`src/rtl/alu_seq_param.sv`:
```
// Handshaked WIDTH-bit ALU with registered result/flags and 1-bit/cycle shifter.
// Optional macro ALU_SLT_EN enables op 8 (signed slt) and op 9 (unsigned slt).
module alu_seq_param #(
    parameter int WIDTH = 32,
    parameter int SHW   = $clog2(WIDTH)
) (
    input  logic             clk,
    input  logic             rst_n,
    input  logic             in_valid,
    output logic             in_ready,
    input  logic [3:0]       op,
    input  logic [WIDTH-1:0] a,
    input  logic [WIDTH-1:0] b,
    output logic             out_valid,
    input  logic             out_ready,
    output logic [WIDTH-1:0] result,
    output logic             zero,
    output logic             carry,
    output logic             overflow,
    output logic             negative,
    output logic             illegal
);

    typedef enum logic [1:0] {IDLE, SHIFT, DONE} state_t;

    localparam int MSB = WIDTH - 1;

    state_t           state;
    state_t           state_nx;
    logic [WIDTH-1:0] sh_q;
    logic [SHW-1:0]   cnt_q;
    logic             sra_q;

    logic             accept;
    logic             shift_nz;
    logic             last_shift;
    logic [SHW-1:0]   amt;
    logic [WIDTH:0]   sum;
    logic [WIDTH:0]   dif;
    logic [WIDTH-1:0] c_res;
    logic             c_carry;
    logic             c_ovf;
    logic             c_ill;
    logic [WIDTH-1:0] sh_nx;
    logic             sh_out;

    assign amt        = b[SHW-1:0];
    assign accept     = in_valid && in_ready;
    assign shift_nz   = (op == 4'd5 || op == 4'd6) && (amt != '0);
    assign last_shift = (state == SHIFT) && (cnt_q == SHW'(1));

    // Single-cycle ops; shifts by zero pass A through with carry clear
    always_comb begin
        sum     = {1'b0, a} + {1'b0, b};
        dif     = {1'b0, a} + {1'b0, ~b} + {{WIDTH{1'b0}}, 1'b1};
        c_res   = '0;
        c_carry = 1'b0;
        c_ovf   = 1'b0;
        c_ill   = 1'b0;
        case (op)
            4'd0: c_res = a & b;
            4'd1: c_res = a | b;
            4'd2: begin
                c_res   = sum[MSB:0];
                c_carry = sum[WIDTH];
                c_ovf   = (a[MSB] == b[MSB]) && (sum[MSB] != a[MSB]);
            end
            4'd3: c_res = a ^ b;
            4'd4: begin
                c_res   = dif[MSB:0];
                c_carry = dif[WIDTH];
                c_ovf   = (a[MSB] != b[MSB]) && (dif[MSB] != a[MSB]);
            end
            4'd5: c_res = a;
            4'd6: c_res = a;
            4'd7: c_res = ~(a | b);
`ifdef ALU_SLT_EN
            4'd8: c_res = {{(WIDTH-1){1'b0}}, $signed(a) < $signed(b)};
            4'd9: c_res = {{(WIDTH-1){1'b0}}, a < b};
`endif
            default: c_ill = 1'b1;
        endcase
    end

    // One-bit shift step and the bit it pushes out
    always_comb begin
        sh_nx  = sra_q ? {sh_q[MSB], sh_q[MSB:1]} : {sh_q[MSB-1:0], 1'b0};
        sh_out = sra_q ? sh_q[0] : sh_q[MSB];
    end

    // State register
    always_ff @(posedge clk or negedge rst_n) begin
        if (!rst_n) state <= IDLE;
        else        state <= state_nx;
    end

    // Next-state logic; DONE can accept back-to-back when out_ready is high
    always_comb begin
        state_nx = state;
        case (state)
            IDLE: begin
                if (accept) state_nx = shift_nz ? SHIFT : DONE;
            end
            SHIFT: begin
                if (cnt_q == SHW'(1)) state_nx = DONE;
            end
            DONE: begin
                if (accept)         state_nx = shift_nz ? SHIFT : DONE;
                else if (out_ready) state_nx = IDLE;
            end
            default: state_nx = IDLE;
        endcase
    end

    // Handshake outputs
    always_comb begin
        in_ready  = (state == IDLE) || ((state == DONE) && out_ready);
        out_valid = (state == DONE);
    end

    // Datapath: load shifter or capture single-cycle result; finish shifts
    always_ff @(posedge clk or negedge rst_n) begin
        if (!rst_n) begin
            sh_q     <= '0;
            cnt_q    <= '0;
            sra_q    <= 1'b0;
            result   <= '0;
            zero     <= 1'b0;
            carry    <= 1'b0;
            overflow <= 1'b0;
            negative <= 1'b0;
            illegal  <= 1'b0;
        end else if (accept) begin
            if (shift_nz) begin
                sh_q  <= a;
                cnt_q <= amt;
                sra_q <= (op == 4'd5);
            end else begin
                result   <= c_res;
                zero     <= (c_res == '0);
                carry    <= c_carry;
                overflow <= c_ovf;
                negative <= c_res[MSB];
                illegal  <= c_ill;
            end
        end else if (state == SHIFT) begin
            sh_q  <= sh_nx;
            cnt_q <= cnt_q - SHW'(1);
            if (last_shift) begin
                result   <= sh_nx;
                zero     <= (sh_nx == '0);
                carry    <= sh_out;
                overflow <= 1'b0;
                negative <= sh_nx[MSB];
                illegal  <= 1'b0;
            end
        end
    end

endmodule

```
`config.mk`:
```
export PLATFORM = sky130hd
export DESIGN_NAME = alu_seq_param
export DESIGN_NICKNAME = d
export VERILOG_FILES = /design/src/rtl/alu_seq_param.sv
export SDC_FILE = /design/constraint.sdc
export NUM_CORES = 1
export LEC_CHECK = 0
export ABC_AREA = 0
export CAP_MARGIN = 20
export CORE_MARGIN = 1
export CORE_UTILIZATION = 45
export CTS_CLUSTER_SIZE = 25
export DETAILED_ROUTE_END_ITERATION = 7
export PLACE_DENSITY = 0.68
export SYNTH_ARGS = -nofsm -noshare
export SYNTH_HDL_FRONTEND = slang
export SYNTH_SLANG_ARGS = --single-unit
```
`constraint.sdc`:
```
create_clock -name clk -period 2.9 [get_ports clk]
set_input_delay 0.725 -clock clk [delete_from_list [all_inputs] [get_ports clk]]
set_output_delay 0.725 -clock clk [all_outputs]
set_load 0.03 [all_outputs]
```
==> impl_metrics.csv <==
group,metric,value,unit
detailed_routing,wirelength,49500,um
global_route,grt_use_met3,11.1,%
global_route,grt_pass1_wl,72800,um
global_route,grtUsageMet2,63.2,%
final_layout,nets,2071,
synthesis,synth_area_leaders,"dfrtp_1 (19%), ha_1 (13%), a21oi_1 (6.4%), nor2_1 (4.9%), nand2_1 (4.8%)",
synthesis,ys_types,86,
clocking,cts_sinks,76,
run_status,violations,"setup timing",
sta,worstMarginPinSlew,0.711,ns
power,switching_share,44.6,%
sta,period_share,133,%
sta,slew-limit-headroom,52.6,%
placed_design,numPortBuffers,110,
global_route,gr-total-overflow,0,
power,p_seq_share,23.0,%
sta,fmaxAchievable,258,MHz
setup_path,regToRegSetupSlack,-0.18,ns
placed_design,place_area,0.0146,mm2
run,max_cap_violations,0,
setup_path,start_kind,"input port",
floorplan,start_util,45.8,%
floorplan,dieArea,0.0228,mm2
synthesis,synth_flop_cell,"dfrtp_1",
floorplan,rows,54,
global_route,grt_max_degree,77,
setup_path,ff2ff_path_depth,12,
floorplan,fp.dieW,151,um
power,power_density,452,mW/mm2
global_route,grt_pass1_vias,12900,
setup_path,cp.required,3.14,ns
setup_path,worstPathMaxFanout,6,
clocking,clk_path_buf_depth,2,
placed_design,preCtsSetupSlack,-1.98,ns
run_status,outcome,"finished with violations",
hold_path,hp-class,"input port to asynchronous set/reset pin",
synthesis,synthesis.area,0.00999,mm2
final_layout,syn2layout_area_growth,72.3,%
power,p_leak,7.54,nW
setup_path,timing.rr.end,"zero",
setup_path,end_kind,"register",
global_route,grt_use_met1,58.0,%
floorplan,core,0.0218,mm2
detailed_routing,drt_iter0_markers,1052,
global_route,antenna_found_initial,2,
synthesis,synth_edf_count,0,
clocking,clock-root-buffer,"clkbuf_16",
synthesis,ys_seq_elements,76,
synthesis,syn_nets,1534,
synthesis,avgSynthCellArea,7.37,um2
setup_path,arrival,4.11,ns
power,power.switching,3.47,mW
synthesis,synthCells,1356,
setup_path,crit_start,"op[3]",
setup_path,crit_type,"input port to register",
detailed_routing,ant_nets,0,
detailed_routing,vias_per_cell,6.24,
synthesis,synth_async_sr_flop_share,100,%
clocking,clkTransAtPathRegs,0.06,ns
sta,final_max_slew_viol_count,0,
synthesis,synth_common_cells,"nor2_1 (130), nand2_1 (128), a21oi_1 (127)",
detailed_routing,wire_per_inst,22.7,um
placed_design,gp_congestion,1.02,
global_route,gr-max-usage-layer,"met2",
clocking,cts_buffers,9,
placed_design,hpwl,36800,um
detailed_routing,vias,13600,
final_layout,drive_above_1_share,44.4,%
floorplan,ios,111,
synthesis,synth_top_area_share,19.0,%
power,p_clk_share,14.7,%
clocking,cts_max_level,3,
sta,finalHoldViolCount,0,
power,comb_power_share,62.3,%
synthesis,ys_seq_area_share,19.0,%
synthesis,yosysMostFrequentCell,"nor2_1",
detailed_routing,drc_errors,0,
final_layout,num-fill-cells,1547,
power,vdd_ir_drop_max,0.000382,V
setup_path,reg2reg_from,"state[1]",
final_layout,fin_area,0.0172,mm2
sta,worst_hold_slack,0.363,ns
global_route,grt_usage,42.2,%
synthesis,yosys.area.top_type,"dfrtp_1",
sta,setup_viol,22,
sta,clock_skew,0.00789,ns
synthesis,ys_warn_count,0,
sta,rsz0062_at_grt,"yes",
clocking,clk_latency,0.34,ns
sta,final.setup.worst_slack,-0.971,ns
floorplan,die_height,151,um
power,internal_power,4.31,mW
sta,period_needed,3.87,ns
detailed_routing,first_pass_iters,7,
clocking,tritoncts,"done",
-- logic make-up after synthesis --
group                      count (synthesis)  synth area share, %
AOI/OAI and AO/OA                        495                 33.9
and+or+nand+nor                          434                 20.8
buffers and inverters                    197                 7.88
adders and majority gates                106                 13.4
DFF                                       76                 19.0
muxes                                     43                 4.46
xor gates and xnor gates                   5                0.514
-- timing repair --
item | in CTS | in global routing
hold buffers | 0 | 0
endpoints found under the setup margin | 30 | 28
pin swaps | 125 | 118
setup buffers | 80 | 34
resized for setup | 370 | 167
-- layout by cell type (no fill, tap or decap), types with 52 or more instances in the layout --
cell type / n
buf_6: 52
nand2_1: 125
nor2_1: 123
buf_4: 455
o21ai_0: 64
clkdlybuf4s50_1: 60
inv_1: 66
a21oi_1: 93
ha_1: 63
dfrtp_1: 76
-- power by group through the flow --
stage,combinational [mW],clock [mW],sequential (mW)
after CTS,4.53,1.15,1.77
after global routing,5.13,1.19,1.82
final,4.84,1.14,1.79
after floorplan,1.84,0,2.03
after global placement,3.98,0,1.77
after detailed placement,4.05,0,1.78
-- flip-flops by register name, indices dropped and copies added, names as in the netlist --
| name | flops |
|---|---|
| overflow | 1 |
| sra_q | 1 |
| sh_q | 32 |
| zero | 1 |
| state | 2 |
| carry | 1 |
| result | 32 |
| cnt_q | 5 |
| illegal | 1 |
-- worst max-delay path, cell delays in order --
cell and delay, ns:
dlygate4sd2_1 0.41, buf_4 0.25, nor2b_2 0.09, a222oi_1 0.43, o211ai_1 0.17, a221o_1 0.33, a221o_1 0.39, nor4_4 0.32
buf_4 0.16, nand4_1 0.11, nor4_2 0.29, nand4_1 0.20, o31ai_1 0.24
-- area by class of cell --
type / count / area [um2] / share of cell area [%]
timing repair buffer: 618 / 5120 / 29.8
multi-input combinational: 1083 / 9080 / 52.8
clock buffer: 9 / 225 / 1.31
sequential: 76 / 1900 / 11.1
inverter: 105 / 434 / 2.52
tap: 280 / 350 / 2.04
antenna: 4 / 10.0 / 0.0582
clock inverter: 7 / 76.3 / 0.444
-- how the worst max path moves through the flow --
stage / end / slack (ns) / cells past startpoint
6_report: zero / -0.97 / 13
5_1_grt: zero / -1.07 / 17
4_1_cts: zero / -0.91 / 17
3_5_place_dp: zero / -1.98 / 17
3_3_place_gp: zero / -1.85 / 17
2_1_floorplan: zero / -0.48 / 14
-- per-stage QoR --
stage / total power, mW / instances / TNS, ns / util, %
2_1_floorplan: 3.87 / 1356 / -2.28 / -
3_3_place_gp: 5.75 / 2079 / -33.66 / 66.8
3_5_place_dp: 5.83 / 2079 / -36.09 / 66.8
4_1_cts: 7.45 / 2166 / -9.78 / 76.1
5_1_grt: 8.15 / 2178 / -11.06 / 78.8
6_report: 7.77 / 2182 / -9.90 / 78.8
-- layer usage --
metal	routed length, um	share of wire, %
met5	13	0.026
met4	1800	3.6
met3	5830	12
met1	20800	42
met2	21100	43
No activity file was read; power rests on OpenSTA's default activity.
